## src/rtl/sd_spi_pkg.sv

```systemverilog
// Shared types and constants for the SD card SPI byte controller.
package sd_spi_pkg;

  localparam int DIV_W     = 8;
  localparam int BIT_CNT_W = 3;

  localparam logic MOSI_IDLE = 1'b1;
  localparam logic SCLK_IDLE = 1'b0;

  typedef enum logic [1:0] {
    IDLE,
    LOW,
    HIGH
  } state_e;

endpackage

```

## src/rtl/sd_spi_half_timer.sv

```systemverilog
// Loadable half-period counter: tick fires when the count reaches div, then restarts at zero.
module sd_spi_half_timer
  import sd_spi_pkg::*;
(
  input  logic             clk,
  input  logic             rst,
  input  logic             clr,
  input  logic [DIV_W-1:0] div,
  output logic             tick
);

  logic [DIV_W-1:0] cnt_q, cnt_d;

  assign tick = (cnt_q == div);

  always_comb begin
    cnt_d = tick ? '0 : cnt_q + DIV_W'(1);
    if (clr) begin
      cnt_d = '0;
    end
  end

  always_ff @(posedge clk) begin
    if (rst) begin
      cnt_q <= '0;
    end else begin
      cnt_q <= cnt_d;
    end
  end

endmodule

```

## src/rtl/sd_spi_byte_ctrl.sv

```systemverilog
// SPI mode-0 byte transfer controller for the SD card link (MSB first, owns cs_n).
// Optional build macro SD_SPI_LOOPBACK_EN adds loop_en to capture from mosi instead of miso.
module sd_spi_byte_ctrl
  import sd_spi_pkg::*;
#(
  parameter logic [DIV_W-1:0] INIT_DIV = 8'd124,
  parameter logic [DIV_W-1:0] FAST_DIV = 8'd1
) (
  input  logic       clk,
  input  logic       rst,
  input  logic       fast,
  input  logic       cs_req,
  input  logic       tx_valid,
  output logic       tx_ready,
  input  logic [7:0] tx_data,
  output logic       rx_valid,
  output logic [7:0] rx_data,
  output logic       busy,
  output logic       sclk,
  output logic       mosi,
  input  logic       miso,
`ifdef SD_SPI_LOOPBACK_EN
  input  logic       loop_en,
`endif
  output logic       cs_n
);

  state_e                 state_q, state_d;
  logic [DIV_W-1:0]       div_q, div_d;
  logic [BIT_CNT_W-1:0]   bit_cnt_q, bit_cnt_d;
  logic [6:0]             tx_sh_q, tx_sh_d;
  logic [7:0]             rx_sh_q, rx_sh_d;
  logic [7:0]             rx_data_q, rx_data_d;
  logic                   rx_valid_q, rx_valid_d;
  logic                   sclk_q, sclk_d;
  logic                   mosi_q, mosi_d;
  logic                   cs_n_q, cs_n_d;
  logic                   tick;
  logic                   cap_bit;

`ifdef SD_SPI_LOOPBACK_EN
  assign cap_bit = loop_en ? mosi_q : miso;
`else
  assign cap_bit = miso;
`endif

  // Counter is held at zero while idle so every byte starts with a full half-period.
  sd_spi_half_timer u_timer (
    .clk  (clk),
    .rst  (rst),
    .clr  (state_q == IDLE),
    .div  (div_q),
    .tick (tick)
  );

  assign tx_ready = (state_q == IDLE);
  assign busy     = (state_q != IDLE);
  assign rx_valid = rx_valid_q;
  assign rx_data  = rx_data_q;
  assign sclk     = sclk_q;
  assign mosi     = mosi_q;
  assign cs_n     = cs_n_q;

  always_comb begin
    state_d    = state_q;
    div_d      = div_q;
    bit_cnt_d  = bit_cnt_q;
    tx_sh_d    = tx_sh_q;
    rx_sh_d    = rx_sh_q;
    rx_data_d  = rx_data_q;
    rx_valid_d = 1'b0;
    sclk_d     = sclk_q;
    mosi_d     = mosi_q;
    cs_n_d     = cs_n_q;
    unique case (state_q)
      IDLE: begin
        cs_n_d = ~cs_req;
        if (tx_valid) begin
          tx_sh_d   = tx_data[6:0];
          mosi_d    = tx_data[7];
          div_d     = fast ? FAST_DIV : INIT_DIV;
          bit_cnt_d = '0;
          state_d   = LOW;
        end
      end
      LOW: begin
        if (tick) begin
          sclk_d  = ~SCLK_IDLE;
          rx_sh_d = {rx_sh_q[6:0], cap_bit};
          state_d = HIGH;
        end
      end
      HIGH: begin
        if (tick) begin
          sclk_d = SCLK_IDLE;
          if (bit_cnt_q == BIT_CNT_W'(7)) begin
            mosi_d     = MOSI_IDLE;
            rx_data_d  = rx_sh_q;
            rx_valid_d = 1'b1;
            state_d    = IDLE;
          end else begin
            mosi_d    = tx_sh_q[6];
            tx_sh_d   = {tx_sh_q[5:0], 1'b0};
            bit_cnt_d = bit_cnt_q + BIT_CNT_W'(1);
            state_d   = LOW;
          end
        end
      end
      default: state_d = IDLE;
    endcase
  end

  always_ff @(posedge clk) begin
    if (rst) begin
      state_q    <= IDLE;
      div_q      <= '0;
      bit_cnt_q  <= '0;
      tx_sh_q    <= '0;
      rx_sh_q    <= '0;
      rx_data_q  <= 8'h00;
      rx_valid_q <= 1'b0;
      sclk_q     <= SCLK_IDLE;
      mosi_q     <= MOSI_IDLE;
      cs_n_q     <= 1'b1;
    end else begin
      state_q    <= state_d;
      div_q      <= div_d;
      bit_cnt_q  <= bit_cnt_d;
      tx_sh_q    <= tx_sh_d;
      rx_sh_q    <= rx_sh_d;
      rx_data_q  <= rx_data_d;
      rx_valid_q <= rx_valid_d;
      sclk_q     <= sclk_d;
      mosi_q     <= mosi_d;
      cs_n_q     <= cs_n_d;
    end
  end

endmodule

```

## config.mk

```make
export PLATFORM = sky130hd
export DESIGN_NAME = sd_spi_byte_ctrl
export DESIGN_NICKNAME = d
export VERILOG_FILES = /design/src/rtl/sd_spi_pkg.sv /design/src/rtl/sd_spi_half_timer.sv /design/src/rtl/sd_spi_byte_ctrl.sv
export SDC_FILE = /design/constraint.sdc
export NUM_CORES = 1
export LEC_CHECK = 0
export ABC_AREA = 1
export CORE_AREA = 2 2 83 85
export CTS_CLUSTER_SIZE = 24
export DETAILED_ROUTE_END_ITERATION = 8
export DIE_AREA = 0 0 85 87
export SYNTH_ARGS = -nofsm -noshare
export SYNTH_HDL_FRONTEND = slang
export SYNTH_SLANG_ARGS = --single-unit
```

## constraint.sdc

```tcl
create_clock -name clk -period 4.27 [get_ports clk]
set_input_delay 0.6405 -clock clk [delete_from_list [all_inputs] [get_ports clk]]
set_output_delay 0.6405 -clock clk [all_outputs]
set_load 0.005 [all_outputs]
```

==> reports/summary.txt <==
status = finished, final reports clean
Yosys cell types = 25
Synthesis Warnings = 0
CTS buffer count = 5
CP startpoint kind = register
Root Driver = clkbuf_8
Final setup viols = 0
total congestion overflow = 0
Worst-Margin Slew = 0.484 ns
number of global-route vias before repair = 1,571
GPL Wtd Cong = 0.775
critical path class = register to output pin
worst vdd ir = 132 uV
post_cts resized = 0
synthesized cell area = 0.00191 sq mm
Starting Density = 29.1%
first-pass GRT wire length = 6.85 mm
RSZ-0062 raised after global routing = no
worst clock skew = 0.00575 ns
drt drc = 0
row count = 30
Clock Path Buffers = 2
CP Max Fanout = 4
area grow syn2layout = 21.5%
Worst setup EP type = output pin
CTS clk-pin slew, worst paths = 0.08 ns
Worst Path Arrival = 1.38 ns
initial antenna violation count = 0
Initial DRC Count = 107
Post-CTS Hold Buffers = 0
Final ANT Viol Nets = 0
max_slew headroom = 67.7%
Avg Inst Size Synth = 7.37 sq um
IO Pins = 28
max-slew violations = 0
largest net degree at the start of global routing = 25
minimum clock period = 2.02 ns
CTS sink cnt = 42
CTS tree = built
final period utilization = 47.4%
Syn Nets = 276
worst skew pair latency = 0.29 ns
DR pass1 iterations = 5
vias post-DR = 1,625
Power Density = 392 mW/mm^2
Final Util = 35.3%
fin nets = 304
Max-Cap Viols = 0
Pleak = 1.00 nW
Hold Violations, Final = 0
Setup TNS = 0 ns
register bit total from synthesis = 42
sequential share of the synthesized area = 44.0%
setup bufs post-CTS = 0
diodes inserted = 0
Hold Path Class = register to register
Vias/cell = 4.42
Post-Synthesis Cells = 259
I/O Buffers = 27
f_max = 0.494 GHz
die height = 87 um
wire per inst = 10.4 um
hpwl dp = 2.75 mm
Total GRT Usage = 11.4%
chip width = 85 um
layout cells sized above 1 = 9.38%
Routed WL = 3.84 mm
final non-filler cell area = 0.00232 sq mm
Die ar. = 0.00740 sq mm
H-tree levels = 2
Area after DPL = 0.00221 sq mm
Core Region = 0.00657 sq mm
Worst Path Required = 3.63 ns
[cell type report]
cell class	instances	area, sq um
fill	676	4250
multi-input combinational	183	890
sequential	42	841
timing repair buffer	28	278
inverter	27	101
tap	80	100
clock buffer	6	72.6
clock inverter	2	37.5
[path summary, 6_finish.rpt]
check / endpoint / slack (ns) / cells past startpoint / from
worst min-delay path: tx_sh_q[3]$_SDFFE_PP0P_ / 0.47 / 2 / tx_sh_q[3]$_SDFFE_PP0P_
worst max-delay path: busy / 2.25 / 3 / state_q[1]$_SDFFE_PP0P_
worst min register to register: tx_sh_q[3]$_SDFFE_PP0P_ / 0.47 / 2 / tx_sh_q[3]$_SDFFE_PP0P_
worst max register to register: tx_sh_q[0]$_SDFFE_PP0P_ / 2.49 / 6 / bit_cnt_q[0]$_SDFFE_PP0P_
[power breakdown]
| group | internal, mW | total, mW | switching (mW) |
|---|---|---|---|
| Clock | 0.174 | 0.313 | 0.138 |
| Combinational | 0.0654 | 0.171 | 0.106 |
| Sequential | 0.412 | 0.427 | 0.0144 |
| Total | 0.652 | 0.910 | 0.258 |
[state kept, by name (all words and copies together) (netlist names)]
name           flops
state_q            2
tx_sh_q            7
sclk               1
div_q              2
cs_n               1
u_timer.cnt_q      8
rx_valid           1
mosi               1
rx_sh_q            8
bit_cnt_q          3
rx_data            8
[synth_stat cells (all sizes together)]
| master | instances | area, sq um |
|---|---|---|
| nand2 | 81 | 329 |
| dfxtp | 42 | 841 |
| nor2 | 39 | 164 |
| inv | 27 | 101 |
| nand3 | 25 | 138 |
| a21oi | 23 | 119 |
| o21ai | 4 | 23.8 |
| xor2 | 4 | 35.0 |
| buf | 3 | 33.8 |
| clkbuf | 3 | 35.0 |
| ha | 3 | 37.5 |
| nand4 | 2 | 27.5 |
| dlygate4sd1 | 1 | 8.76 |
| nor3b | 1 | 7.51 |
| xnor2 | 1 | 8.76 |
[layer usage]
layer	wire length, um	part of all wire [%]	up-vias	GRT usage, %
li1	-	-	867	-
met1	1870	49	721	14.2
met2	1740	45	32	19.0
met3	176	4.6	5	2.56
met4	59	1.5	0	4.76
met5	0	0	-	0
[critical path, cell delays in order, from the launching register on]
cell and delay, ns:
dfxtp_1 0.39, nor2_2 0.08, inv_1 0.12, clkdlybuf4s50_1 0.51
[cells in the final DEF (no fill, tap or decap)]
master,count
nand4_4,1
dfxtp_1,42
buf_4,1
nand3_1,24
ha_1,3
o21ai_2,1
nand2_2,4
nor2_4,1
nor3b_1,1
nor2_1,34
nand2_1,75
clkinvlp_4,1
a21oi_2,1
nor2_2,4
nand3_4,1
clkbuf_8,5
inv_2,4
xor2_1,4
nand4_1,1
inv_1,23
xnor2_1,1
clkbuf_1,1
a21oi_1,22
nand2_4,2
clkdlybuf4s50_1,27
o21ai_0,3
bufinv_16,1
[metrics by stage]
stage	power [mW]	setup slack [ns]	hold slack, ns	std cells
6_report	0.910	2.25	0.465	368
5_1_grt	0.960	2.12	0.498	368
4_1_cts	0.922	2.22	0.468	368
3_5_place_dp	0.610	2.01	0.457	360
3_3_place_gp	0.608	2.06	0.451	360
2_1_floorplan	0.557	2.93	0.438	259
[cells by family (layout without fill, tap and decap cells)]
| group | count (synthesis) | after routing | share of synthesized area (%) |
|---|---|---|---|
| adders and majority gates | 3 | 3 | 1.97 |
| xor gates and xnor gates | 5 | 5 | 2.29 |
| buffers and inverters | 34 | 63 | 9.37 |
| and+or+nand+nor | 148 | 148 | 34.9 |
| AOI/OAI and AO/OA | 27 | 27 | 7.47 |
| DFF | 42 | 42 | 44.0 |
Power figures use the tool's default switching activity.
